**config.mk**
```make
export PLATFORM = sky130hd
export DESIGN_NAME = mdu_issue_ctrl
export DESIGN_NICKNAME = d
export VERILOG_FILES = /design/src/rtl/mdu_issue_ctrl.sv
export SDC_FILE = /design/constraint.sdc
export NUM_CORES = 1
export LEC_CHECK = 0
export CAP_MARGIN = 20
export CORE_AREA = 3 3 91 93
export DETAILED_ROUTE_END_ITERATION = 8
export DIE_AREA = 0 0 94 96
export GPL_ROUTABILITY_DRIVEN = 0
export PLACE_DENSITY = 0.7
export SLEW_MARGIN = 10
export SYNTH_ARGS = -nofsm -noshare
export SYNTH_HDL_FRONTEND = slang
export SYNTH_SLANG_ARGS = --single-unit
```
**constraint.sdc**
```tcl
create_clock -name clk -period 2.48 [get_ports clk]
set_clock_uncertainty 0.15 [all_clocks]
set_input_delay 0.496 -clock clk [delete_from_list [all_inputs] [get_ports clk]]
set_output_delay 0.496 -clock clk [all_outputs]
set_load 0.01 [all_outputs]
```
**src/rtl/mdu_issue_ctrl.sv**
```systemverilog
// EX-stage issue controller for the multiply/divide unit: shadows MDU occupancy with a
// latency counter and stalls MD-class ops. Optional shadow/MDU agreement check: MDU_ISSUE_CHECK_EN.
`ifndef MDUOP_SIZE
`define MDUOP_SIZE  4
`define MDUOP_NOOP  4'd0
`define MDUOP_MULT  4'd1
`define MDUOP_MULTU 4'd2
`define MDUOP_DIV   4'd3
`define MDUOP_DIVU  4'd4
`define MDUOP_MFHI  4'd5
`define MDUOP_MFLO  4'd6
`define MDUOP_MTHI  4'd7
`define MDUOP_MTLO  4'd8
`endif

module mdu_issue_ctrl #(
  parameter int MULT_LAT = 5,
  parameter int DIV_LAT  = 10,
  parameter int CNT_W    = 4
) (
  input  logic                   clk,
  input  logic                   reset,
  input  logic                   ex_valid,
  input  logic [`MDUOP_SIZE-1:0] ex_op,
  input  logic [31:0]            ex_rs,
  input  logic [31:0]            ex_rt,
  input  logic                   flush,
  input  logic                   mdu_busy,
  input  logic [31:0]            mdu_hi,
  input  logic [31:0]            mdu_lo,
`ifdef MDU_ISSUE_CHECK_EN
  output logic                   err,
`endif
  output logic [`MDUOP_SIZE-1:0] mdu_op,
  output logic [31:0]            mdu_opnd1,
  output logic [31:0]            mdu_opnd2,
  output logic                   stall,
  output logic [31:0]            rd_data
);

  typedef enum logic [1:0] {IDLE, MUL_WAIT, DIV_WAIT} state_t;

  state_t           state_r;
  logic [CNT_W-1:0] cnt_r;
  logic             md_s;
  logic             stall_s;
  logic             issue_s;
  logic             is_mul_s;
  logic             is_div_s;

  function automatic logic is_md(input logic [`MDUOP_SIZE-1:0] op);
    case (op)
      `MDUOP_MULT, `MDUOP_MULTU, `MDUOP_DIV, `MDUOP_DIVU,
      `MDUOP_MFHI, `MDUOP_MFLO, `MDUOP_MTHI, `MDUOP_MTLO: is_md = 1'b1;
      default:                                            is_md = 1'b0;
    endcase
  endfunction

  // Stall/issue decision; non-MD ops never wait on the MDU
  always_comb begin
    md_s     = is_md(ex_op);
    stall_s  = ex_valid & md_s & (state_r != IDLE);
    issue_s  = ex_valid & md_s & ~stall_s & ~flush;
    is_mul_s = (ex_op == `MDUOP_MULT) | (ex_op == `MDUOP_MULTU);
    is_div_s = (ex_op == `MDUOP_DIV)  | (ex_op == `MDUOP_DIVU);
  end

  assign stall     = stall_s;
  assign mdu_op    = issue_s ? ex_op : `MDUOP_NOOP;
  assign mdu_opnd1 = ex_rs;
  assign mdu_opnd2 = ex_rt;

  // HI/LO read-back for mfhi/mflo
  always_comb begin
    case (ex_op)
      `MDUOP_MFHI: rd_data = mdu_hi;
      `MDUOP_MFLO: rd_data = mdu_lo;
      default:     rd_data = 32'd0;
    endcase
  end

  // Occupancy FSM: counts down the MDU latency after a mul/div issue
  always_ff @(posedge clk) begin
    if (reset) begin
      state_r <= IDLE;
      cnt_r   <= {CNT_W{1'b0}};
    end else begin
      case (state_r)
        IDLE: begin
          if (issue_s && is_mul_s) begin
            state_r <= MUL_WAIT;
            cnt_r   <= CNT_W'(MULT_LAT);
          end else if (issue_s && is_div_s) begin
            state_r <= DIV_WAIT;
            cnt_r   <= CNT_W'(DIV_LAT);
          end else begin
            state_r <= IDLE;
            cnt_r   <= cnt_r;
          end
        end
        MUL_WAIT, DIV_WAIT: begin
          if (cnt_r == CNT_W'(1)) begin
            state_r <= IDLE;
            cnt_r   <= {CNT_W{1'b0}};
          end else begin
            state_r <= state_r;
            cnt_r   <= cnt_r - CNT_W'(1);
          end
        end
        default: begin
          state_r <= IDLE;
          cnt_r   <= {CNT_W{1'b0}};
        end
      endcase
    end
  end

`ifdef MDU_ISSUE_CHECK_EN
  logic err_r;

  // Sticky flag: shadow occupancy and MDU busy disagree
  always_ff @(posedge clk) begin
    if (reset) begin
      err_r <= 1'b0;
    end else if ((state_r != IDLE) != mdu_busy) begin
      err_r <= 1'b1;
    end else begin
      err_r <= err_r;
    end
  end

  assign err = err_r;
`else
  logic unused_busy_s;
  assign unused_busy_s = mdu_busy;
`endif

endmodule

```
======== After elaboration in Yosys (flattened, before gate mapping) ========
Memory sizes are Yosys's and may differ from the RTL's.
Cells that the tools add are included.
operators by class
  $add $sub $neg .......................... 1
  eq/ne operators ......................... 11
  multiplexer cells ....................... 10
  bitwise logic cells ..................... 8
  reductions and logical operators ........ 5
operators by type and width
  kind                                              count
  case mux 32 bit (2 select lines)                  1
  two-way mux 4 bit                                 4
  == test 4 x 3 -> 1 bit, second input constant     3
  == test 4 x 1 -> 1 bit, second input constant     2
  == test 4 x 2 -> 1 bit, second input constant     2
  case mux 4 bit (2 select lines)                   1
  two-way mux 2 bit                                 3
  AND 1 bit                                         4
  case mux 2 bit (2 select lines)                   1
  subtractor 4 x 1 -> 4 bit, second input constant  1
  != test 3 bit, second input constant              1
  == test 2 x 1 -> 1 bit, second input constant     1
  == test 2 bit, second input constant              1
  logical AND 1 bit                                 2
  logical NOT 2 bit                                 1
  != test 2 bit, second input constant              1
  NOT 1 bit                                         2
  OR 1 bit                                          2
  nonzero test 2 bit                                1
  OR reduction 2 bit                                1
storage, ports and cells
  bits in registers ....................... 6
  memory bits (read-only) ................. 16
  output and inout port bits .............. 101
  memories kept ........................... 1
memory list
  name              depth  width  read ports  clocked after Yosys merged registers in  wr ports  RTL line  source
  (name not given)  16     1      1           0                                        0         52        case (op)

======== Longest topological paths before layout ========
An unclocked memory read counts as a cell.
  depth in word-level cells ............... 10
  mapped depth ............................ 6

======== Least setup slack after synthesis ========
Ideal clock, no wire load.
  path kind ............................... input to output
  start point ............................. input ex_op[2]
  end point ............................... output rd_data[0]
  data arrival time ....................... 1.494 ns
  data required time ...................... 1.834 ns
  slack ................................... 0.340 ns
  cell stages on the path ................. 5
  path buffers ............................ 3
  cells stage by stage .................... clkbuf_2 nor4bb_1 clkbuf_1 buf_4 a22o_1
on the way
  longest elaborated chain between the ends .. 2
RTL lines
  item                                RTL line  source
  start, declared                     24        input logic [`MDUOP_SIZE-1:0] ex_op,
  == test 4 x 3 -> 1 bit              75        case (ex_op)
  case mux 32 bit (2 select lines) *  75
  end, declared                       38        output logic [31:0] rd_data
Mark *: on every way between the ends. The rest lies on a longest branch, timed or not.

======== Worst setup path after layout ========
  start point ............................. input ex_op[1]
  end point ............................... output rd_data[25]
Same word-level chain as after synthesis.

==> metrics.yaml <==
run_status:
  run_status: "completed"
cells_and_area:
  layout-drive-gt1-share_pct: 20.91
  fillers: 838
  multi_input_area_um2: 676.9
  final_nets: 363
  antenna_cells: 0
  final_common_cell: "clkdlybuf4s50_1"
  syn_to_final_growth_pct: 59.35
  regArea_um2: 120.1
  fin_cells: 322
  layout_common_cells: "clkdlybuf4s50_1 (67), a22o_1 (32), dlygate4sd2_1 (22), buf_2 (14), buf_4 (12)"
clocking:
  cts-hold-fix-buffers: 0
  clockBufferDepth: 2
  htree_levels: 1
  cts_made_buffers: 3
  cts_root_buf: "clkbuf_8"
  insertion_delay_ns: 0.23
  clk_pin_slew_ns: 0.04
  cts_tree: "done"
  cts_num_sinks: 6
hold_path:
  min_to: "state_r[0]"
  hold_path_depth: 2
  hold_start: "state_r[0]"
  worstHoldPathType: "register to register"
global_route:
  gr-total-overflow: 0
  grt_pass1_wl_mm: 7.672
  grt_pass1_vias: 1378
  antenna_found_initial: 0
  grt_start_max_net_pins: 24
  grt_usage_pct: 11.28
die:
  initial_utilization_pct: 17.68
  die_h_um: 96
  rows: 32
  core_area_um2: 7607
  die-area_um2: 9024
  ios: 238
  die_w_um: 94
power_and_ir_drop:
  internal_power_uw: 363.6
  power.density_nw_per_um2: 229.8
  power_frac_clock_pct: 30.6
  switchingPower_uw: 129.0
  peakVddDrop_uv: 107.2
  seqPwrFrac_pct: 20.6
  p_comb_share_pct: 48.7
  switching_share_pct: 26.20
  power_leakage_nw: 0.9646
routing:
  drc_errors: 0
  drt-vias-per-instance: 4.264
  drt_wl_total_mm: 5.352
  wl_per_cell_um: 16.62
  drt_pass1_iterations: 4
  ant_nets: 0
  drt-initial-drc-count: 24
  vias: 1373
timing:
  finalSetupViolCount: 0
  rsz0062_at_grt: "no"
  drv_slew: 0
  maxSlewHeadroom_pct: 75.03
  period_minus_slack_ns: 2.402
  tightest_slew_ns: 0.3736
  fmax_mhz: 416.2
  hold_violations: 0
  fin_crit_sh_pct: 96.87
  tns_ns: 0
synth:
  synth_edf_count: 0
  synthSimpleGateAreaFrac_pct: 11.91
  async_flop_share_pct: 0
  ys.flop_type: "dfxtp_1"
  syn_area_um2: 1345
  yosys_warnings: 0
  synth-seq-cells: 6
  synthCells: 167
  synthAdderAreaFrac_pct: 3.721
  synthMuxAreaShare_pct: 0.8372
  synth_fp_nets: 308
  synth-compound-area-share_pct: 31.44
  synth_area_per_cell_um2: 8.054
  yosysUniqueCellTypes: 35
  yosysSeqAreaShare_pct: 8.930
  synth_top_family_by_area: "buffers and inverters"
  synth_xor_area_share_pct: 1.302
critical_path:
  r2r_cells: 6
  arrival_ns: 1.76
  crit_type: "input pin to output pin"
  critical_path.endpoint_type: "output pin"
  ff2ff_setup_slack_ns: 0.89
  critPathMaxFanout: 11
  r2r-end: "state_r[1]"
  required_ns: 1.83
  start_kind: "input pin"
  r2r-start: "state_r[0]"
place:
  placed_cells: 313
  dp_hpwl_mm: 4.625
  io_buffers: 108
run:
  maxCapViolations: 0
[power by group through the flow]
stage | clock network [mW] | logic (mW) | registers [mW]
final | 0.151 | 0.240 | 0.102
after global routing | 0.163 | 0.258 | 0.102
after CTS | 0.154 | 0.245 | 0.102
after detailed placement | 0 | 0.252 | 0.103
after global placement | 0 | 0.250 | 0.103
after floorplan | 0 | 0.179 | 0.103
[worst max-delay path, cell delays in order]
cell and delay, ns:
buf_2 0.15, nor4bb_4 0.25, buf_4 0.15, buf_4 0.10, bufbuf_16 0.26, a22o_1 0.14
clkdlybuf4s15_2 0.21
[how the worst max path moves through the flow]
stage / startpoint / end / slack, ns / cells after the start
6_report: ex_op[1] / rd_data[25] / 0.08 / 7
5_1_grt: ex_op[1] / rd_data[25] / 0.003 / 7
4_1_cts: ex_op[0] / rd_data[1] / 0.01 / 7
3_5_place_dp: ex_op[1] / rd_data[15] / -0.60 / 5
3_3_place_gp: ex_op[1] / rd_data[15] / -0.56 / 5
2_1_floorplan: ex_op[2] / rd_data[0] / 0.34 / 5
[area by class of cell]
class / count / area share, %
Sequential cell: 6 / 5.604
Timing Repair Buffer: 125 / 53.88
Multi-Input combinational cell: 80 / 31.58
Clock buffer: 3 / 1.926
Inverter: 6 / 1.051
Tap cell: 102 / 5.954
[metal layers]
metal	part of all wire, %	wire length (um)	GRT usage [%]	vias up
met5	0	0	0	-
met4	2.2	120	4.332	0
met3	14	755	6.099	15
met2	48	2584	18.81	104
met1	35	1892	12.03	614
li1	-	-	-	640
[cells by family after synthesis]
kind of cell	after synthesis
xor gates and xnor gates	2
and+or+nand+nor	24
adders and majority gates	4
muxes	1
AOI/OAI and AO/OA	49
DFF	6
buffers and inverters	81
[state kept, by name, indices dropped and copies added (netlist names)]
signal / cells
state_r: 2
cnt_r: 4
[cell usage after synthesis (2+ instances only)]
cell type / n / share of area (%)
a21oi_1: 3 / 1.1
a22o_1: 32 / 21
and2_1: 4 / 1.9
buf_2: 5 / 1.9
buf_4: 67 / 37
clkbuf_1: 2 / 0.56
dfxtp_1: 6 / 8.9
ha_1: 4 / 3.7
inv_1: 6 / 1.7
nand2_1: 5 / 1.4
nor2_1: 6 / 1.7
nor3_1: 2 / 0.74
o2bb2ai_1: 2 / 1.3
xnor2_1: 2 / 1.3
[what timing repair did]
action | in CTS | in global routing
resized for setup | 91 | 4
gates cloned | 1 | 0
endpoints found under the setup margin | 37 | 4
pin swaps | 4 | 2
buffers inserted | 5 | 0
[metrics by stage]
step                      utilization, %  cell area, um2  hold WS (ns)  power (mW)  setup WS [ns]
after global routing               28.17            2143        0.3398      0.5224       0.002686
after CTS                          28.36            2157        0.3300      0.5005        0.01328
final                              28.17            2143        0.3332      0.4926        0.07754
after detailed placement           28.08            2136        0.3231      0.3554        -0.6043
after floorplan                        -            1345        0.2931      0.2816         0.3404
after global placement             28.08            2136        0.3155      0.3531        -0.5569
Power figures use the tool's default switching activity.
==> RTL edit 1: new RTL, config.mk and constraints unchanged <==
Set the parameter `CNT_W` to 5 (it was 4).
--- a/src/rtl/mdu_issue_ctrl.sv
+++ b/src/rtl/mdu_issue_ctrl.sv
@@ -18,3 +18,3 @@
   parameter int DIV_LAT  = 10,
-  parameter int CNT_W    = 4
+  parameter int CNT_W    = 5
 ) (
Formal check against the unedited RTL: same outputs for any inputs over 10 cycles, from zero or initial values and one cycle with reset high; that may be too few to reach the edited logic, so the function may still have changed.
==> RTL edit 1 against the original RTL <==
- area after synthesis is 4.3% higher
- global-route usage is 0.20 points lower
- sequential share of layout area is 0.48 points higher
- sequential cell count is 1 higher
- first-iteration DRC count grew to 4.5 times the old value
- sequential power is 16% higher
- register-to-register slack worse by 0.48 ns
- routed wire length is 2.7% higher
- final area is 7.4% higher
- setup slack worse by 0.0048 ns
- power is 8.2% higher
- largest cell class unchanged
==> RTL edit 1: results <==
group,metric,value,unit
route,drt-total-wl,5500,um
grt,grt_pass1_vias,1521,
grt,grt_pass1_wl,7860,um
final_layout,largest_reg_flops,5,
cts,cts_setup_buffers,9,
final_layout,stdcell_count,346,
final_layout,layout-drive-gt1-share,24.6,%
placed_design,post-place-cells,330,
outcome,outcome,"completed",
cts,cts_resized,125,
final_layout,fin_nets,386,
logic_synthesis,synth_nets,323,
worst_setup_path,max_stage_delay,0.40,ns
worst_setup_path,cp_slowest_cell,"nor4b_4",
placed_design,place_hpwl,4490,um
logic_synthesis,synth_cell_types,39,
sta,slew_headroom,69.4,%
worst_setup_path,regToRegEndpoint,"cnt_r[3]",
worst_setup_path,r2r-start,"cnt_r[1]",
grt,grt_max_degree,33,
logic_synthesis,ys_seq_area_share,9.99,%
power,ir_worst_vdd,102,uV
sta,hold_slack,0.329,ns
hold_path,hold_start,"state_r[1]",
placed_design,dpl_cell_area,0.00224,mm2
route,via_per_inst,4.37,
power,power.switching,142,uW
placed_design,dp_slack,-0.565,ns
==> RTL edit 1: changes by cell type after synthesis, moves of 3 or more <==
cell      delta
inv_1        +3
buf_2        -4
clkbuf_1     +7
buf_4        -3
nor2_1       -3
==> RTL edit 1: area by class of cell <==
type	count	area, um2
clock buffers	4	45.0
fillers	839	5310
inverters	9	33.8
multi-input cells	92	759
flip-flops and latches	7	140
well taps	102	128
repair buffers	132	1200
==> RTL edit 1: per-layer routing <==
metal,GRT usage [%],wire length [um],vias up
li1,-,-,719
met1,12.8,2180,693
met2,18.9,2720,92
met3,4.85,531,7
met4,2.65,63,0
met5,0,0,-
==> RTL edit 1: stage by stage <==
| step | util, % | total power [mW] | setup TNS, ns |
|---|---|---|---|
| 2_1_floorplan | - | 0.298 | 0 |
| 3_5_place_dp | 29.4 | 0.375 | -21.22 |
| 6_report | 30.3 | 0.533 | 0 |
| 3_3_place_gp | 29.4 | 0.372 | -21.01 |
| 5_1_grt | 30.3 | 0.560 | -0.0243 |
| 4_1_cts | 30.2 | 0.540 | 0 |
==> RTL edit 1: logic make-up after synthesis <==
| group | count (synthesis) | synth area share (%) |
|---|---|---|
| DFF | 7 | 9.99 |
| adders and majority gates | 4 | 3.57 |
| AOI/OAI and AO/OA | 52 | 30.2 |
| and+or+nand+nor | 32 | 14.4 |
| xor gates and xnor gates | 4 | 2.50 |
| buffers and inverters | 83 | 39.4 |
==> RTL edit 1: power groups by stage <==
stage	sequential, mW	clock, mW	combinational (mW)
2_1_floorplan	0.119	0	0.179
3_3_place_gp	0.119	0	0.253
3_5_place_dp	0.120	0	0.255
5_1_grt	0.118	0.174	0.269
4_1_cts	0.118	0.169	0.254
6_report	0.118	0.164	0.251
==> RTL edit 2: new RTL, config.mk and constraints unchanged <==
Without the edit above. Encoding of `state_t`: now one-hot (3 bits for 3 states).
--- a/src/rtl/mdu_issue_ctrl.sv
+++ b/src/rtl/mdu_issue_ctrl.sv
@@ -40,3 +40,3 @@
 
-  typedef enum logic [1:0] {IDLE, MUL_WAIT, DIV_WAIT} state_t;
+  typedef enum logic [2:0] {IDLE = 3'b001, MUL_WAIT = 3'b010, DIV_WAIT = 3'b100} state_t;
 
Formal check against the unedited RTL: no difference found for any inputs over 10 cycles, from zero or initial values and one cycle with reset high; not proved beyond that.
==> RTL edit 2 against the original RTL <==
- count of clock-buffer cells in the layout increased by 1
- power is 11% higher
- setup slack lost 0.0043 ns
- routed wire length grew 5.7%
- non-clock buffer count up 10
- area after synthesis rose by 0.28%
- sequential cell count increased by 1
- via count up 1.3%
- final area rose by 7.5%
- hold slack gained 0.048 ns
==> RTL edit 2: results <==
group,metric,value,unit
outcome,outcome,"completed",
grt,grt_pass1_wl,7660,um
logic_synthesis,synthAdderAreaFrac,1.86,%
sta,tightestPinTransition,0.369,ns
worst_setup_path,r2r_setup_slack,0.63,ns
worst_setup_path,startpoint,"ex_op[0]",
logic_synthesis,synth.area.top_cells,"buf_4 (36%), a22o_1 (21%), dfxtp_1 (10%)",
route,dr.pass1.iters,3,
hold_path,hold_start,"cnt_r[3]",
grt,grt.total_usage,11.0,%
logic_synthesis,synth_ff_type,"dfxtp_1",
placed_design,place_hpwl,4350,um
final_layout,largestRegisters,"cnt_r: 4 flops, state_r: 3 flops",
placed_design,dpl_cell_area,0.00219,mm2
route,first_iter_violations,9,
final_layout,layout-drive-gt1-share,34.2,%
logic_synthesis,ys_seq_area_share,10.4,%
placed_design,dp_slack,-0.681,ns
logic_synthesis,synth_commonest_cells,"buf_4 (65), a22o_1 (32), buf_2 (7), dfxtp_1 (7), nor3_1 (6)",
power,ir_worst_vdd,412,uV
cts,clk_latency,0.23,ns
worst_setup_path,max_stage_delay,0.27,ns
worst_setup_path,r2r-start,"state_r[1]",
route,vias,1391,
logic_synthesis,syn_avg_cell_area,8.03,um2
worst_setup_path,path_max_fanout,5,
hold_path,hold_end,"cnt_r[3]",
final_layout,fillers,822,
logic_synthesis,async_flop_share,0,%
power,leakage,0.998,nW
worst_setup_path,cp_slowest_cell,"nor4_4",
sta,hold_slack,0.381,ns
logic_synthesis,synth_cell_types,34,
route,wl_per_cell,17.0,um
cts,numCtsBuffers,3,
logic_synthesis,synth_xor_area_share,1.95,%
worst_setup_path,regToRegEndpoint,"state_r[0]",
final_layout,fin_nets,371,
logic_synthesis,synth_nets,307,
route,drt-total-wl,5660,um
placed_design,post-place-cells,318,
grt,grt_max_degree,33,
logic_synthesis,synth_compound_area_share,27.9,%
logic_synthesis,synth_mux_area_share,0.835,%
grt,grt_pass1_vias,1455,
-- RTL edit 2: worst max path at each step --
stage / slack, ns / to
floorplan: 0.35 / rd_data[0]
global placement: -0.65 / rd_data[25]
detailed placement: -0.68 / rd_data[25]
CTS: 0.003 / mdu_op[2]
global route: 0.005 / mdu_op[1]
finish: 0.07 / mdu_op[2]
-- RTL edit 2: layout make-up --
| cell class | count | area [um2] | area share (%) |
|---|---|---|---|
| Clock buffer | 4 | 45.0 | 1.95 |
| Sequential cell | 7 | 140 | 6.08 |
| Multi-Input combinational cell | 82 | 707 | 30.7 |
| Inverter | 3 | 11.3 | 0.489 |
| Tap cell | 102 | 128 | 5.54 |
| Timing Repair Buffer | 135 | 1270 | 55.3 |
-- RTL edit 2: layer usage --
| layer | global-route usage (%) | up-vias | part of all wire [%] |
|---|---|---|---|
| li1 | - | 662 | - |
| met1 | 11.9 | 621 | 37 |
| met2 | 19.3 | 84 | 48 |
| met3 | 3.60 | 24 | 11 |
| met4 | 5.66 | 0 | 3.9 |
| met5 | 0 | - | 0 |
-- RTL edit 2: tightest hold or removal path: cells and delay by family (launching register included) --
family / cells / cell delay, ns
simple gates: 2 / 0.15
flops: 1 / 0.32
-- RTL edit 2: power by group --
part / internal (mW) / switching [mW]
Combinational: 0.177 / 0.0905
Clock: 0.111 / 0.0484
Sequential: 0.117 / 0.00320
Total: 0.405 / 0.142
-- RTL edit 2: cell families after synthesis --
logic type | after synthesis
AO/OA/AOI/OAI | 45
XOR/XNOR | 3
adder cells (fa/ha/maj) | 2
buffers and inverters | 79
flip-flops | 7
multiplexers | 1
AND/OR/NAND/NOR | 31
-- RTL edit 2: repair_timing --
item / 4_1_cts / 5_1_grt
gates resized for setup: 162 / 8
cloned: 3 / 0
setup endpoints to repair: 37 / 15
setup buffers: 7 / 1
pin swaps: 4 / 3
